### config.mk
export PLATFORM = sky130hd
export DESIGN_NAME = inst_fetch_queue
export DESIGN_NICKNAME = d
export VERILOG_FILES = /design/src/rtl/inst_fetch_queue_pkg.sv /design/src/rtl/inst_fetch_queue_popcount_prefix.sv /design/src/rtl/inst_fetch_queue.sv
export SDC_FILE = /design/constraint.sdc
export NUM_CORES = 1
export LEC_CHECK = 0
export ABC_AREA = 0
export BUFFER_PORTS_ARGS = -buffer_cell sky130_fd_sc_hd__buf_2
export CAP_MARGIN = 10
export CORE_AREA = 2 2 229 276
export CTS_BUF_LIST = sky130_fd_sc_hd__clkbuf_4 sky130_fd_sc_hd__clkbuf_8
export DETAILED_ROUTE_END_ITERATION = 10
export DIE_AREA = 0 0 231 278
export GPL_TIMING_DRIVEN = 1
export PLACE_DENSITY = 0.68
export SYNTH_ARGS = -nofsm -noshare
export SYNTH_HDL_FRONTEND = slang
export SYNTH_HIERARCHICAL = 1
export SYNTH_SLANG_ARGS = --single-unit
### constraint.sdc
create_clock -name clk -period 13 [get_ports clk]
set_input_delay 1.95 -clock clk [delete_from_list [all_inputs] [get_ports clk]]
set_output_delay 1.95 -clock clk [all_outputs]
set_load 0.05 [all_outputs]
### src/rtl/inst_fetch_queue_pkg.sv
// Shared fetch/decode definitions: bus widths, queue default geometry and the
// {pc, inst} entry type carried between fetch and decode.
package inst_fetch_queue_pkg;

  localparam int INST_ADDR_BUS       = 32;
  localparam int INST_BUS            = 32;
  localparam int DEPTH_DEFAULT       = 8;
  localparam int FETCH_WIDTH_DEFAULT = 2;
  localparam int ISSUE_WIDTH_DEFAULT = 2;

  typedef struct packed {
    logic [INST_ADDR_BUS-1:0] pc;
    logic [INST_BUS-1:0]      inst;
  } inst_entry_t;

endpackage

### src/rtl/inst_fetch_queue_popcount_prefix.sv
// Number of set slots in a slot-valid mask; shared by the fetch queue and decode.
module popcount_prefix
  import inst_fetch_queue_pkg::*;
#(
  parameter int W = FETCH_WIDTH_DEFAULT
) (
  input  logic [W-1:0]             mask,
  output logic [$clog2(W+1)-1:0]   count
);

  localparam int CW = $clog2(W + 1);

  // Sum of set bits in the mask
  always_comb begin
    count = '0;
    for (int i = 0; i < W; i++) begin
      count = count + CW'(mask[i]);
    end
  end

endmodule

### src/rtl/inst_fetch_queue.sv
// Circular instruction buffer between fetch and decode: multi-slot push,
// first-word fall-through multi-slot pop, whole-buffer flush on redirect.
module inst_fetch_queue
  import inst_fetch_queue_pkg::*;
#(
  parameter int DEPTH       = DEPTH_DEFAULT,
  parameter int FETCH_WIDTH = FETCH_WIDTH_DEFAULT,
  parameter int ISSUE_WIDTH = ISSUE_WIDTH_DEFAULT,
  parameter int ADDR_WIDTH  = INST_ADDR_BUS,
  parameter int INST_WIDTH  = INST_BUS
) (
  input  logic                              clk,
  input  logic                              rst,
  input  logic                              flush_i,
  input  logic [FETCH_WIDTH-1:0]            push_valid_i,
  input  logic [FETCH_WIDTH*ADDR_WIDTH-1:0] push_pc_i,
  input  logic [FETCH_WIDTH*INST_WIDTH-1:0] push_inst_i,
  output logic                              push_ready_o,
  input  logic                              pop_ready_i,
  output logic [ISSUE_WIDTH-1:0]            pop_valid_o,
  output logic [ISSUE_WIDTH*ADDR_WIDTH-1:0] pop_pc_o,
  output logic [ISSUE_WIDTH*INST_WIDTH-1:0] pop_inst_o,
  output logic [$clog2(DEPTH+1)-1:0]        count_o
);

  localparam int PTR_W = $clog2(DEPTH);
  localparam int CNT_W = $clog2(DEPTH + 1);
  localparam int NP_W  = $clog2(FETCH_WIDTH + 1);
  localparam logic [CNT_W-1:0] DEPTH_CNT = CNT_W'(DEPTH);
  localparam logic [CNT_W-1:0] FETCH_CNT = CNT_W'(FETCH_WIDTH);
  localparam logic [CNT_W-1:0] ISSUE_CNT = CNT_W'(ISSUE_WIDTH);

  logic [ADDR_WIDTH-1:0] pc_mem_r   [DEPTH];
  logic [INST_WIDTH-1:0] inst_mem_r [DEPTH];
  logic [PTR_W-1:0]      rd_ptr_r;
  logic [PTR_W-1:0]      wr_ptr_r;
  logic [CNT_W-1:0]      count_r;
  logic [NP_W-1:0]       n_valid_s;
  logic [NP_W-1:0]       n_push_s;
  logic [CNT_W-1:0]      n_avail_s;
  logic [CNT_W-1:0]      n_pop_s;
  logic                  push_fire_s;
  logic                  pop_fire_s;

  popcount_prefix #(.W(FETCH_WIDTH)) u_push_count (
    .mask  (push_valid_i),
    .count (n_valid_s)
  );

  // Ready depends on registered count only, so a same-cycle pop never frees room.
  assign push_ready_o = (DEPTH_CNT - count_r) >= FETCH_CNT;
  assign push_fire_s  = (|push_valid_i) && push_ready_o && !flush_i;
  assign pop_fire_s   = pop_ready_i && !flush_i;
  assign n_avail_s    = (count_r < ISSUE_CNT) ? count_r : ISSUE_CNT;
  assign n_push_s     = push_fire_s ? n_valid_s : '0;
  assign n_pop_s      = pop_fire_s ? n_avail_s : '0;
  assign count_o      = count_r;

  // Entry storage; contents are don't-care until written, so no reset
  always_ff @(posedge clk) begin
    for (int k = 0; k < FETCH_WIDTH; k++) begin
      if (push_fire_s && push_valid_i[k]) begin
        pc_mem_r[wr_ptr_r + PTR_W'(k)]   <= push_pc_i[k*ADDR_WIDTH +: ADDR_WIDTH];
        inst_mem_r[wr_ptr_r + PTR_W'(k)] <= push_inst_i[k*INST_WIDTH +: INST_WIDTH];
      end
    end
  end

  // Pointer and occupancy bookkeeping; flush beats any same-cycle push or pop
  always_ff @(posedge clk) begin
    if (!rst) begin
      rd_ptr_r <= '0;
      wr_ptr_r <= '0;
      count_r  <= '0;
    end else if (flush_i) begin
      rd_ptr_r <= '0;
      wr_ptr_r <= '0;
      count_r  <= '0;
    end else begin
      rd_ptr_r <= rd_ptr_r + PTR_W'(n_pop_s);
      wr_ptr_r <= wr_ptr_r + PTR_W'(n_push_s);
      count_r  <= count_r + CNT_W'(n_push_s) - n_pop_s;
    end
  end

  // Oldest-first presentation to decode; empty slots are zeroed
  always_comb begin
    pop_valid_o = '0;
    pop_pc_o    = '0;
    pop_inst_o  = '0;
    for (int j = 0; j < ISSUE_WIDTH; j++) begin
      if (CNT_W'(j) < n_avail_s) begin
        pop_valid_o[j]                        = 1'b1;
        pop_pc_o[j*ADDR_WIDTH +: ADDR_WIDTH]   = pc_mem_r[rd_ptr_r + PTR_W'(j)];
        pop_inst_o[j*INST_WIDTH +: INST_WIDTH] = inst_mem_r[rd_ptr_r + PTR_W'(j)];
      end else begin
        pop_valid_o[j] = 1'b0;
      end
    end
  end

endmodule
== Word-level counts from Yosys, hierarchy flattened ==
Memory sizes are Yosys's and may differ from the RTL's. A register that Yosys moved wholly into a read port is not among the register bits.
Index checks and enable logic that the tools add are counted.

* Register bits after elaboration: 10
* RAM bits: 512
* Input port bits: 134
* Output and inout port bits: 135
* Logic and storage cells: 41
* Memories: 2

* $add $sub $neg: 8
* Magnitude comparators: 4
* Muxes and demuxes: 15
* Bitwise logic cells: 1
* Reduce and logical (&&, ||, !) cells: 8

{| class="wikitable"
|+ Memories
! name !! words !! width !! read ports !! clocked after Yosys merged registers in !! write ports !! line !! text
|-
| inst_mem_r || 8 || 32 || 2 || 1 || 2 || inst_fetch_queue.sv:34 || <nowiki>logic [INST_WIDTH-1:0] inst_mem_r [DEPTH];</nowiki>
|-
| pc_mem_r || 8 || 32 || 2 || 1 || 2 || inst_fetch_queue.sv:33 || <nowiki>logic [ADDR_WIDTH-1:0] pc_mem_r [DEPTH];</nowiki>
|}

{| class="wikitable"
|+ Operators with widths
! kind !! number
|-
| $mux W32 || 4
|-
| $lt A1 B4 Y1 const A || 2
|-
| $mux W4 || 2
|-
| $add A3 B1 Y3 const B || 2
|-
| $mux W1 || 6
|-
| $mux W3 || 2
|-
| $logic_and A1 B1 Y1 || 5
|-
| $add A4 B2 Y4 || 1
|-
| $ge A4 B2 Y1 const B || 1
|-
| $lt A4 B2 Y1 const B || 1
|-
| $reduce_or A2 Y1 || 2
|-
| $sub A4 B4 Y4 || 1
|-
| $sub A4 B4 Y4 const A || 1
|-
| $add A3 B2 Y3 || 1
|-
| $add A3 B3 Y3 || 1
|-
| $add A1 B1 Y2 || 1
|-
| $mux W2 || 1
|-
| $logic_not A1 Y1 || 1
|-
| $not A1 Y1 || 1
|}

== Logic depth before layout (Yosys ltp) ==
* Word-level depth: 7
* Depth in mapped cells: 13
* Mapped depth without buffers: 13

== By module ==
The synthesis kept the hierarchy.

{| class="wikitable"
|+ By module, submodules not included
! module !! times used !! cells an instance !! area an instance (µm²) !! sequential area each (µm²)
|-
| inst_fetch_queue || 1 || 1867 || 30564.3 || 15574.9
|-
| popcount_prefix || 1 || 1 || 12.5 || 0.0
|}

== Worst setup path before layout ==
No wires, ideal clock.

* Path kind: input to register
* From: in flush_i
* To: mem inst_mem_r[3][0] (netlist name) (enable)
* Library setup time: 0.507 ns
* Arrival: 5.735 ns
* Required time: 12.493 ns
* Slack: 6.758 ns
* Cell stages on the path: 4
* Buffers on the path: 1
* Path through: clkbuf_1 > nor3b_1 > nand3_1 > a21oi_1

{| class="wikitable"
|+ RTL lines
! element !! line !! text
|-
| start, declared || inst_fetch_queue.sv:14 || <nowiki>input logic flush_i,</nowiki>
|-
| end, declared || inst_fetch_queue.sv:34 ||
|}

==> flow_summary.ini <==
[outcome]
status = finished, final reports clean

[global_routing]
grt_pass1_wl_um = 128800
overflow = 0
grt_use_total = 0.2758
grt_antenna_before_repair = 20
grt_max_degree = 60
grt_pass1_vias = 20230

[clock_network]
cts.sinks = 522
htreeDepth = 3
clkLatencyLatePin_ns = 0.69
post_cts_buffers = 0
tritoncts = yes
clockBufferDepth = 3
cts_buffers = 88
path_clk_slew_ns = 0.06
cts_resized = 0
cts_root_buf = clkbuf_8
cts_hold_buf = 0

[worst_setup_path]
end_kind = primary output
critPathLaunchType = register
path_class = register to primary output
crit_fanout = 54
path_cells = buf_4, buf_4, mux4_2, mux2i_1, nor2_1, buf_2
slowest_delay_ns = 0.87
cp.required_ns = 11.05
arrival_ns = 4.44
crit_top_cell = buf_4
cpMaxStageDelayCell = dfxtp_4

[routing]
dr.first_iter.drc_count = 1490
wirelength_um = 88260
avgViaCountPerCell = 6.270
wl_per_cell_um = 29.18
vias = 18970
first_pass_iters = 5
drtAntennaViolNets = 0
drc_errors = 0

[die]
ios = 269
start_util = 0.4967
die_h_um = 278
core_area_um2 = 61560
die-area_um2 = 64220
die_w_um = 231
row_count = 100

[finish]
drive_above_1_share = 0.5658
areaGrowthSynthToFinish_pct = 11.91
nets = 2278

[sta]
holdWs_ns = 0.6170
slew_headroom = 0.1812
setup_viol = 0
worstMarginPinSlew_ns = 1.226
fmax_mhz = 156.5
final_max_slew_viol_count = 0
period_needed_ns = 6.388
finalSetupTns_ns = 0
rsz0062_at_grt = false
fin_skew_ns = 0.02496
hold_viol = 0
fin_crit_sh = 0.4914

[synth]
synth_cell_types = 34
synthFlopType = edfxtp_1
syn_nets = 2019
syn_inst = 1868
async_flop_share = 0
synth-seq-cells = 522
yosys_warnings = 6
netlist_area_um2 = 30580
synth_edf_count = 512
syn_avg_cell_area_um2 = 16.37
ys_seq_area_frac = 0.5094

[place]
hpwl_um = 48950
io_buffers = 268
routabilityCongestion = 0.7896

[hold_path]
hold_path.class = register to register

[power_and_ir_drop]
p_leak_uw = 0.01112
power.density_nw_per_um2 = 143.5
vdd_drop_max_mv = 0.1168

[job]
drv_cap = 0
## cell families (layout without fill, tap and decap cells)
family,count (synthesis),count (layout),share of synthesized area
multiplexers,832,832,0.3981
flip-flops,522,522,0.5094
AND/OR/NAND/NOR,245,245,0.03388
buffers and inverters,158,487,0.03270
AO/OA/AOI/OAI,83,83,0.01465
adder cells (fa/ha/maj),17,17,0.007939
XOR/XNOR,11,11,0.003396
other,0,12,0
## stage by stage
step	instance area (um^2)	utilization	cells	worst slack (ns)	total power (uW)
2_1_floorplan	30580	-	1868	6.758	3057
3_3_place_gp	32540	0.5285	2853	7.240	3520
4_1_cts	34190	0.5554	3013	6.492	4950
3_5_place_dp	32540	0.5285	2853	7.258	3536
5_1_grt	34210	0.5557	3020	6.324	5088
6_report	34220	0.5559	3025	6.612	4911
## layout make-up
| cell class | instances | area, um^2 |
|---|---|---|
| Fill cell | 5084 | 27340 |
| Sequential cell | 522 | 15590 |
| Multi-Input combinational cell | 1188 | 14200 |
| Timing Repair Buffer | 311 | 1664 |
| Clock buffer | 122 | 1473 |
| Tap cell | 816 | 1021 |
| Clock inverter | 38 | 178.9 |
| Inverter | 16 | 60.06 |
| Antenna cell | 12 | 30.03 |
## cells in the final DEF (no fill, tap or decap), types with 26 or more instances in the layout
master and instances:
edfxtp_1 512, clkinv_1 26, buf_4 43, mux4_2 256
nor2_1 73, a21oi_1 65, nand2_1 140, mux2_2 512
buf_2 268, clkbuf_4 33, clkbuf_8 89, mux2i_1 64
## Yosys cell counts (4+ instances only)
master,number,share of area
mux4_2,256,0.19
dfxtp_1,10,0.0065
edfxtp_1,512,0.50
a21oi_1,73,0.012
mux2_2,512,0.19
buf_1,15,0.0018
nand2_1,140,0.017
nor2b_1,4,0.00082
mux2i_1,64,0.021
nor2_1,74,0.0091
clkbuf_1,42,0.0052
xor2_1,4,0.0011
inv_1,16,0.0020
buf_6,48,0.018
buf_2,37,0.0061
and2_1,4,0.00082
xnor2_1,6,0.0017
ha_1,13,0.0053
nand3_1,7,0.0011
fa_1,4,0.0026
a21oi_2,8,0.0023
## flip-flops by register name, indices dropped and copies added (netlist names)
| name | flops |
|---|---|
| count_o | 4 |
| pc_mem_r | 256 |
| rd_ptr_r | 3 |
| wr_ptr_r | 3 |
| inst_mem_r | 256 |
## critical path, delay by kind of cell (launching register included)
kind / cells / cell delay (ns)
buf+inv: 3 / 1.85
flops: 1 / 0.87
mux: 2 / 0.74
simple gates: 1 / 0.12
## power by group
part           internal, uW  switching (uW)  leakage, uW
sequential             1930            34.6      0.00473
clock                   732             683     0.000872
combinational           390            1140      0.00552
## final timing paths
kind	to	slack, ns	startpoint	cells after the start
worst min-delay path	wr_ptr_r[2]$_SDFF_PP0_	0.62	wr_ptr_r[2]$_SDFF_PP0_	2
worst max-delay path	pop_inst_o[26]	6.61	rd_ptr_r[0]$_SDFF_PP0_	6
worst max register to register	count_o[3]$_SDFF_PP0_	8.96	count_o[0]$_SDFF_PP0_	12
worst min register to register	wr_ptr_r[2]$_SDFF_PP0_	0.62	wr_ptr_r[2]$_SDFF_PP0_	2
## metal layers
layer  global-route usage  wire (um)  share of wire  vias up
met2               0.4716      45080           0.51      778
met4               0.1047       2675          0.030       24
li1                     -          -              -     8098
met5                    0        154         0.0017        -
met3              0.05225       6219          0.070      216
met1               0.3485      34130           0.39     9850
Note: power is estimated with default switching activity, not from simulation.
